--- src/rtl/hazard_ctrl_mc.sv ---
// Hazard unit for a 5-stage pipeline: forwarding, load-use stall, branch flush and a
// multi-cycle data-memory wait FSM. Define HAZARD_PERF_CNT_EN to build the stall/flush counters.
module hazard_ctrl_mc #(
  parameter int REG_AW  = 5,
  parameter int MEM_LAT = 0
) (
  input  logic              clk,
  input  logic              rst,
  input  logic [REG_AW-1:0] Rs1D,
  input  logic [REG_AW-1:0] Rs2D,
  input  logic [REG_AW-1:0] Rs1E,
  input  logic [REG_AW-1:0] Rs2E,
  input  logic [REG_AW-1:0] RdE,
  input  logic [REG_AW-1:0] RdM,
  input  logic [REG_AW-1:0] RdW,
  input  logic              RegWriteM,
  input  logic              RegWriteW,
  input  logic              LoadE,
  input  logic              PCSrcE,
  input  logic              MemAccessM,
  output logic              StallF,
  output logic              StallD,
  output logic              StallE,
  output logic              StallM,
  output logic              FlushD,
  output logic              FlushE,
  output logic              FlushW,
  output logic [1:0]        ForwardAE,
  output logic [1:0]        ForwardBE,
  output logic              MemBusy,
  output logic [31:0]       StallCnt,
  output logic [31:0]       FlushCnt
);

  typedef enum logic {IDLE, WAIT} state_e;

  localparam bit         HAS_LAT = (MEM_LAT > 0);
  localparam logic [3:0] LAT_M1  = HAS_LAT ? 4'(MEM_LAT - 1) : 4'd0;

  state_e     state_q, state_d;
  logic [3:0] cnt_q, cnt_d;
  logic       mem_stall_raw;
  logic       lw_stall;

  function automatic logic [1:0] fwd_sel(
    input logic [REG_AW-1:0] rs,
    input logic              wr_m,
    input logic [REG_AW-1:0] rd_m,
    input logic              wr_w,
    input logic [REG_AW-1:0] rd_w
  );
    if (wr_m && (rd_m != '0) && (rd_m == rs)) return 2'b10;
    if (wr_w && (rd_w != '0) && (rd_w == rs)) return 2'b01;
    return 2'b00;
  endfunction

  // The first stalled cycle is the IDLE cycle itself, so the counter starts at MEM_LAT-1.
  always_comb begin
    state_d       = state_q;
    cnt_d         = cnt_q;
    mem_stall_raw = 1'b0;
    unique case (state_q)
      IDLE: begin
        if (HAS_LAT && MemAccessM) begin
          mem_stall_raw = 1'b1;
          state_d       = WAIT;
          cnt_d         = LAT_M1;
        end
      end
      WAIT: begin
        if (cnt_q != '0) begin
          mem_stall_raw = 1'b1;
          cnt_d         = cnt_q - 4'd1;
        end else begin
          state_d = IDLE;
        end
      end
      default: state_d = IDLE;
    endcase
  end

  always_ff @(posedge clk) begin
    if (rst) begin
      state_q <= IDLE;
      cnt_q   <= '0;
    end else begin
      state_q <= state_d;
      cnt_q   <= cnt_d;
    end
  end

  assign lw_stall = LoadE && (RdE != '0) && ((RdE == Rs1D) || (RdE == Rs2D));

  always_comb begin
    StallF    = 1'b0;
    StallD    = 1'b0;
    StallE    = 1'b0;
    StallM    = 1'b0;
    FlushD    = 1'b0;
    FlushE    = 1'b0;
    FlushW    = 1'b0;
    MemBusy   = 1'b0;
    ForwardAE = 2'b00;
    ForwardBE = 2'b00;
    if (!rst) begin
      ForwardAE = fwd_sel(Rs1E, RegWriteM, RdM, RegWriteW, RdW);
      ForwardBE = fwd_sel(Rs2E, RegWriteM, RdM, RegWriteW, RdW);
      // A memory wait freezes the whole pipe; any branch flush waits until it releases.
      if (mem_stall_raw) begin
        StallF  = 1'b1;
        StallD  = 1'b1;
        StallE  = 1'b1;
        StallM  = 1'b1;
        FlushW  = 1'b1;
        MemBusy = 1'b1;
      end else begin
        StallF = lw_stall;
        StallD = lw_stall;
        FlushD = PCSrcE;
        FlushE = lw_stall | PCSrcE;
      end
    end
  end

`ifdef HAZARD_PERF_CNT_EN
  logic [31:0] stall_cnt_q, flush_cnt_q;

  always_ff @(posedge clk) begin
    if (rst) begin
      stall_cnt_q <= '0;
      flush_cnt_q <= '0;
    end else begin
      if (StallF)           stall_cnt_q <= stall_cnt_q + 32'd1;
      if (FlushE && PCSrcE) flush_cnt_q <= flush_cnt_q + 32'd1;
    end
  end

  assign StallCnt = stall_cnt_q;
  assign FlushCnt = flush_cnt_q;
`else
  assign StallCnt = '0;
  assign FlushCnt = '0;
`endif

endmodule

--- config.mk ---
export PLATFORM = sky130hd
export DESIGN_NAME = hazard_ctrl_mc
export DESIGN_NICKNAME = d
export VERILOG_FILES = /design/src/rtl/hazard_ctrl_mc.sv
export SDC_FILE = /design/constraint.sdc
export NUM_CORES = 1
export LEC_CHECK = 0
export ABC_AREA = 1
export ABC_CLOCK_PERIOD_IN_PS = 1200
export CAP_MARGIN = 20
export CORE_MARGIN = 2
export CORE_UTILIZATION = 28
export CTS_CLUSTER_SIZE = 30
export DETAILED_ROUTE_END_ITERATION = 7
export PLACE_DENSITY = 0.84
export SYNTH_ARGS = -nofsm -noshare
export SYNTH_HDL_FRONTEND = slang
export SYNTH_SLANG_ARGS = --single-unit
--- constraint.sdc ---
create_clock -name clk -period 1.2 [get_ports clk]
set_input_delay 0.18 -clock clk [delete_from_list [all_inputs] [get_ports clk]]
set_output_delay 0.18 -clock clk [all_outputs]
set_load 0.05 [all_outputs]
==> results.yml <==
outcome:
  status: "complete, but fails checks"
  violations: "setup timing"
critical_path:
  cp.arrival_ps: 1320
  crit_buf_inv: 3
  critPathMaxStageDelay_ps: 330
  path_max_fanout: 3
  cp.required_ps: 1020
  crit_chain: "inv_2 > ha_4 > nand3_4 > nand2_4 > nor2_4 > inv_2 > o21ai_4 > buf_12"
  r2r_cells: 9
  reg2reg_setup_slack_ps: -80
  cp_slowest_cell: "dfxtp_2"
  cp-start-kind: "flip-flop"
  reg2reg_from: "cnt_q[0]"
  path_delay_family: "flip-flops"
  path_class: "reg -> out"
  end_kind: "output pin"
  cpMostUsedCell: "inv_2"
  reg2reg_to: "cnt_q[3]"
global_route:
  grt_max_degree: 5
  grt.overflow.total: 0
  grt_pass1_wl_mm: 4.94
  antenna_found_initial: 0
  grt_pass1_vias: 1144
  track_usage_pct: 12.2
sta:
  rsz0062_at_grt: "yes"
  hold_ws_ps: 506
  min_period_ps: 1500
  setup_viol: 15
  fin_ws_ps: -303
  fin_crit_sh_pct: 125
  setup_tns_ps: -2870
  fmax_ghz: 0.665
  clock_skew_ps: 4.06
  hold_viol_final: 0
  drv_slew: 0
cts:
  clock_path_buffers: 2
  cts_tree: "built"
  clk_pin_slew_ps: 40
  htreeDepth: 1
  cts_buffers: 3
  clock_latency_ps: 230
  cts-root-buf: "clkbuf_8"
  cts_sinks: 5
synthesis:
  seq_area_frac_synth_pct: 7.89
  syn_avg_cell_area_um2: 6.34
  synthCells: 200
  synth_seq_cells: 5
  syn_area_um2: 1270
  ys_types: 24
  yosys_warnings: 0
final_layout:
  syn2layout_area_growth_pct: 71.3
  drive_gt1_share_pct: 40.7
  final_nets: 312
  n_antenna_cell: 0
  post-route-util_pct: 49.9
  fillers: 408
placement:
  port_buffers: 52
  dp_slack_ps: -585
  gp_congestion: 0.836
  dp_hpwl_mm: 2.72
route:
  drc: 0
  routed_wl_mm: 3.83
  first_pass_iters: 4
  post_drt_wl_per_cell_um: 12.0
  vias: 1281
  drt_iter0_markers: 36
  viasPerCell: 4.00
  ant_nets: 0
worst_hold_path:
  hold_depth: 3
  hp-start: "rst"
  min_to: "state_q"
  hold_class: "in -> reg"
power:
  ir_drop_mv: 0.335
  power_density_nw_per_um2: 667
  p_leak_nw: 1.11
  power.total_w: 0.00145
floorplan:
  rows: 24
  die_h_um: 71.3
  dieArea_um2: 5090
  num_io_pins: 118
  initial_core_util_pct: 29.1
  core_um2: 4350
  die_x_um: 71.3
job:
  maxCapViolCount: 0
-- synthesized netlist by cell type --
cell      n  area [µm²]
a21oi_1   4        20.0
nand2_1  31         116
buf_6     1        11.3
o21ai_2   1        8.76
nand3_1   7        35.0
inv_2     2        7.51
nor2_2    1        6.26
nor3_1    6        30.0
a31oi_1   1        6.26
nand4_1   1        6.26
o22ai_1   1        6.26
xnor2_1   6        52.6
conb_1    1        3.75
ha_1      1        12.5
nor2_1   17        63.8
o21ai_0   4        20.0
inv_1    21        78.8
a21oi_2   1        8.76
nor2b_1   2        12.5
nor3b_1   1        7.51
dfxtp_1   5         100
nand2_2   2        12.5
xor2_1   15         131
buf_4    68         510
-- where the power goes --
part	internal [W]	switching, W
Clock	0.000229	0.0000975
Sequential	0.000171	0.00000233
Combinational	0.000268	0.000682
-- layout by cell type, fill, tap and decap left out, types with 4 or more instances in the layout --
cell type / Yosys / final
conb_1: 1 / 64
nand2_1: 31 / 29
buf_6: 1 / 16
inv_1: 21 / 14
buf_12: 0 / 13
buf_4: 68 / 13
xor2_1: 15 / 11
dlygate4sd2_1: 0 / 10
inv_2: 2 / 9
nor2_1: 17 / 9
nor2_4: 0 / 7
nor3_2: 0 / 5
clkdlybuf4s15_1: 0 / 5
nand3_2: 0 / 4
xor2_2: 0 / 4
buf_8: 0 / 4
buf_2: 0 / 4
-- final cells by class --
class | instances | area, µm² | area share (%)
inverters | 23 | 86.3 | 3.97
clock buffers | 4 | 45.0 | 2.07
multi-input cells | 166 | 1060 | 49.0
well taps | 52 | 65.1 | 2.99
flip-flops and latches | 5 | 103 | 4.72
repair buffers | 70 | 810 | 37.2
-- layer usage --
layer  wire (µm)  vias to the layer above  track usage (%)  part of all wire, %
li1            -                      614                -                    -
met1        1140                      599             10.4                   30
met2        2380                       56             26.1                   62
met3         219                       12             3.38                  5.7
met4          92                        0             4.19                  2.4
met5           0                        -                0                    0
-- registers in the layout (all words and copies together), names as in the netlist --
register	flops
state_q	1
cnt_q	4
-- cells by family (layout without fill, tap and decap cells) --
family	count (synthesis)	after routing	share of synthesized area, %
buffers and inverters	92	97	47.9
flip-flops	5	5	7.89
other	1	64	0.296
AO/OA/AOI/OAI	12	12	5.52
adder cells (fa/ha/maj)	1	1	0.986
AND/OR/NAND/NOR	68	68	22.9
XOR/XNOR	21	21	14.5
-- through the flow --
step                      instance area (µm²)  instances
after floorplan                          1580        263
after global placement                   1870        313
after detailed placement                 1870        313
after CTS                                2080        319
after global routing                     2170        320
final                                    2170        320
-- tightest hold or removal path, cell delays in order --
cell	delay (ps)
dlygate4sd2_1	260
buf_4	180
nor2_1	60
-- repair_timing --
item | CTS | global route
resized for setup | 171 | 23
endpoints found under the setup margin | 14 | 16
hold buffers | 0 | 0
setup buffers | 2 | 2
pin swaps | 39 | 26
endpoints found under the hold margin | 0 | 0
-- worst max-delay path by stage --
| stage | from | to | slack (ps) | depth (start not counted) |
|---|---|---|---|---|
| 2_1_floorplan | cnt_q[0] | StallF | -470 | 8 |
| 3_3_place_gp | RdE[0] | StallD | -570 | 10 |
| 3_5_place_dp | RdE[0] | StallD | -580 | 10 |
| 4_1_cts | cnt_q[0] | StallD | -280 | 8 |
| 5_1_grt | cnt_q[0] | StallD | -360 | 8 |
| 6_report | cnt_q[0] | StallD | -300 | 8 |
Note: power is estimated with default switching activity, not from simulation.
==> RTL change (config.mk and constraints unchanged) <==
The parameter `REG_AW` goes from 5 to 4.
--- a/src/rtl/hazard_ctrl_mc.sv
+++ b/src/rtl/hazard_ctrl_mc.sv
@@ -1,7 +1,7 @@
 // Hazard unit for a 5-stage pipeline: forwarding, load-use stall, branch flush and a
 // multi-cycle data-memory wait FSM. Define HAZARD_PERF_CNT_EN to build the stall/flush counters.
 module hazard_ctrl_mc #(
-  parameter int REG_AW  = 5,
+  parameter int REG_AW  = 4,
   parameter int MEM_LAT = 0
 ) (
   input  logic              clk,
Interface: changed (7 resized); port bits go from 118 to 111. The function was not compared with the original's and may differ.
==> RTL change against the unedited design <==
  * The flow still finishes with violations (negative setup slack)
  * Sequential power fell by 3%
  * Cell area fell by 14%
  * Final cell count fell by 4.4%
  * Setup slack got worse by 0.092 ns
  * Sequential cell count unchanged
  * Non-clock buffer count is 6 lower
  * Synthesized area shrank 5.7%
  * Sequential share of layout area grew 0.70 points
  * Wire length fell by 24%
  * Critical path depth is the same
  * Total power down 10%
  * Critical path type unchanged
  * Highest routed layer unchanged
==> RTL change: results (changes against the unedited design) <==
[worst_setup_path]
start_kind=register  ; unchanged
cpPeakStageDelay_ns=0.31  ; was 0.33 ns
regToRegStartpoint=cnt_q[1]$_SDFFE_PP0P_  ; was cnt_q[0]$_SDFFE_PP0P_
worst_path_max_delay_cell=dfxtp_2  ; unchanged
worstPathMaxFanout=4  ; was 3

[synthesis]
yosys-top-cells-area=buf_4 (43%), nand2_1 (11%), xor2_1 (9.5%)  ; was buf_4 (40%), xor2_1 (10%), nand2_1 (9.2%)
ys_types=25  ; was 24
yosys-top-cells-count=buf_4 (68), nand2_1 (36), nor2_1 (19)  ; was buf_4 (68), nand2_1 (31), inv_1 (21)
yosysWarnings=0  ; unchanged
synth_ff_type=dfxtp_1  ; unchanged
synthArstFlopShare_pct=0  ; unchanged
synth-seq-area-share_pct=8.368  ; was 7.890%

[power_and_ir_drop]
ir_drop_mv=0.2776  ; was 0.3352 mV
p_leak_nw=1.036  ; was 1.113 nW

[layout]
nets=293  ; was 312
final_layout_size_suffix_gt1_share_pct=35.55  ; was 40.67%
antenna_cells=0  ; unchanged
largestRegisters=cnt_q: 4 flops, state_q: 1 flops  ; unchanged

[global_route]
antenna_found_initial=0  ; unchanged
grtUsageTotal_pct=11.02  ; was 12.24%
grt_pass1_vias=1025  ; was 1,144
grt_max_degree=6  ; was 5
grt_pass1_wl_um=4436  ; was 4940 um

[route]
via_per_inst=3.729  ; was 4.003
drt_first_iter_violations=33  ; was 36
drt-total-wl_um=2917  ; was 3834 um
first_pass_iters=4  ; unchanged

[min_path]
hold_path_class=in -> reg  ; unchanged
min_from=rst  ; unchanged

[placed_design]
io_buffers=45  ; was 52
dp_hpwl_um=2314  ; was 2718 um
gp_routability_congestion=0.8380  ; was 0.8362
place_area_mm2=0.001717  ; was 0.001869 mm^2

[clock_tree]
path_clk_slew_ns=0.04  ; about the same
clkLatencyLatePin_ns=0.23  ; about the same
cts_made_buffers=3  ; unchanged
root_buffer=clkbuf_8  ; unchanged
ctsHtreeMaxLevel=1  ; unchanged
cts_max_path_buffers=2  ; unchanged

[outcome]
status=complete, but fails checks  ; unchanged
violations=negative setup slack  ; unchanged

[sta]
fin_worst_skew_ns=0.001477  ; was 0.004059 ns
setup_viol=12  ; was 15
setup_slack_ns=-0.3949  ; was -0.3028 ns

-- RTL change: what timing repair did --
action / 4_1_cts / 5_1_grt
setup endpoints to repair: 12 / 16
endpoints found under the hold margin: 0 / 0
cloned: 0 / 0
gates resized for setup: 108 / 19
buffers inserted: 3 / 1
pin swaps: 27 / 14
-- RTL change: worst paths after layout --
path | to | slack (ns) | depth (start not counted)
worst max-delay path | StallE | -0.39 | 8
worst min register to register | cnt_q[3]$_SDFFE_PP0P_ | 0.55 | 3
worst min-delay path | cnt_q[2]$_SDFFE_PP0P_ | 0.48 | 5
worst max register to register | cnt_q[0]$_SDFFE_PP0P_ | -0.12 | 9
-- RTL change: critical path, delay by kind of cell (launching register included) --
family / cells / cell delay, ns
and+or+nand+nor: 3 / 0.23
buffers and inverters: 4 / 0.51
DFF: 1 / 0.31
adders and majority gates: 1 / 0.14
-- RTL change: logic make-up (layout without fill, tap and decap cells) --
family,count (synthesis),in the layout,share of synthesized area (%)
AOI/OAI and AO/OA,13,13,6.590
DFF,5,5,8.369
buffers and inverters,92,92,50.21
xor gates and xnor gates,14,14,10.25
and+or+nand+nor,67,67,23.22
other,1,64,0.3135
adders and majority gates,1,1,1.046
-- RTL change: layer usage --
metal / vias up / share of wire [%] / global-route usage (%) / wire, um
met2: 53 / 58 / 22.33 / 1699
met4: 0 / 1.8 / 3.268 / 53
met1: 507 / 33 / 11.16 / 952
li1: 574 / - / - / -
met5: - / 0 / 0 / 0
met3: 7 / 7.3 / 2.035 / 212
-- RTL change: layout make-up --
| class | instances | area [um^2] |
|---|---|---|
| clock buffers | 4 | 45.04 |
| fillers | 411 | 2190 |
| inverters | 24 | 96.34 |
| multi-input cells | 159 | 888.4 |
| flip-flops and latches | 5 | 101.3 |
| well taps | 50 | 62.56 |
| repair buffers | 64 | 674.4 |
-- RTL change: through the flow --
stage / hold slack (ns) / utilization [%] / worst slack [ns] / cells / TNS (ns)
2_1_floorplan: 0.3680 / - / -0.3191 / 256 / -1.537
3_3_place_gp: 0.5157 / 42.31 / -0.6085 / 298 / -5.296
3_5_place_dp: 0.5317 / 42.31 / -0.6238 / 298 / -5.488
4_1_cts: 0.4838 / 44.16 / -0.3814 / 305 / -3.045
5_1_grt: 0.5109 / 46.04 / -0.4606 / 306 / -4.067
6_report: 0.4817 / 46.04 / -0.3949 / 306 / -3.175
-- RTL change: where the power goes --
group / leakage (nW) / internal, mW / switching, mW / total (mW)
Clock: 0.0228 / 0.229 / 0.0920 / 0.321
Sequential: 0.0408 / 0.167 / 0 / 0.167
Combinational: 0.973 / 0.191 / 0.622 / 0.813
Total: 1.04 / 0.587 / 0.714 / 1.30
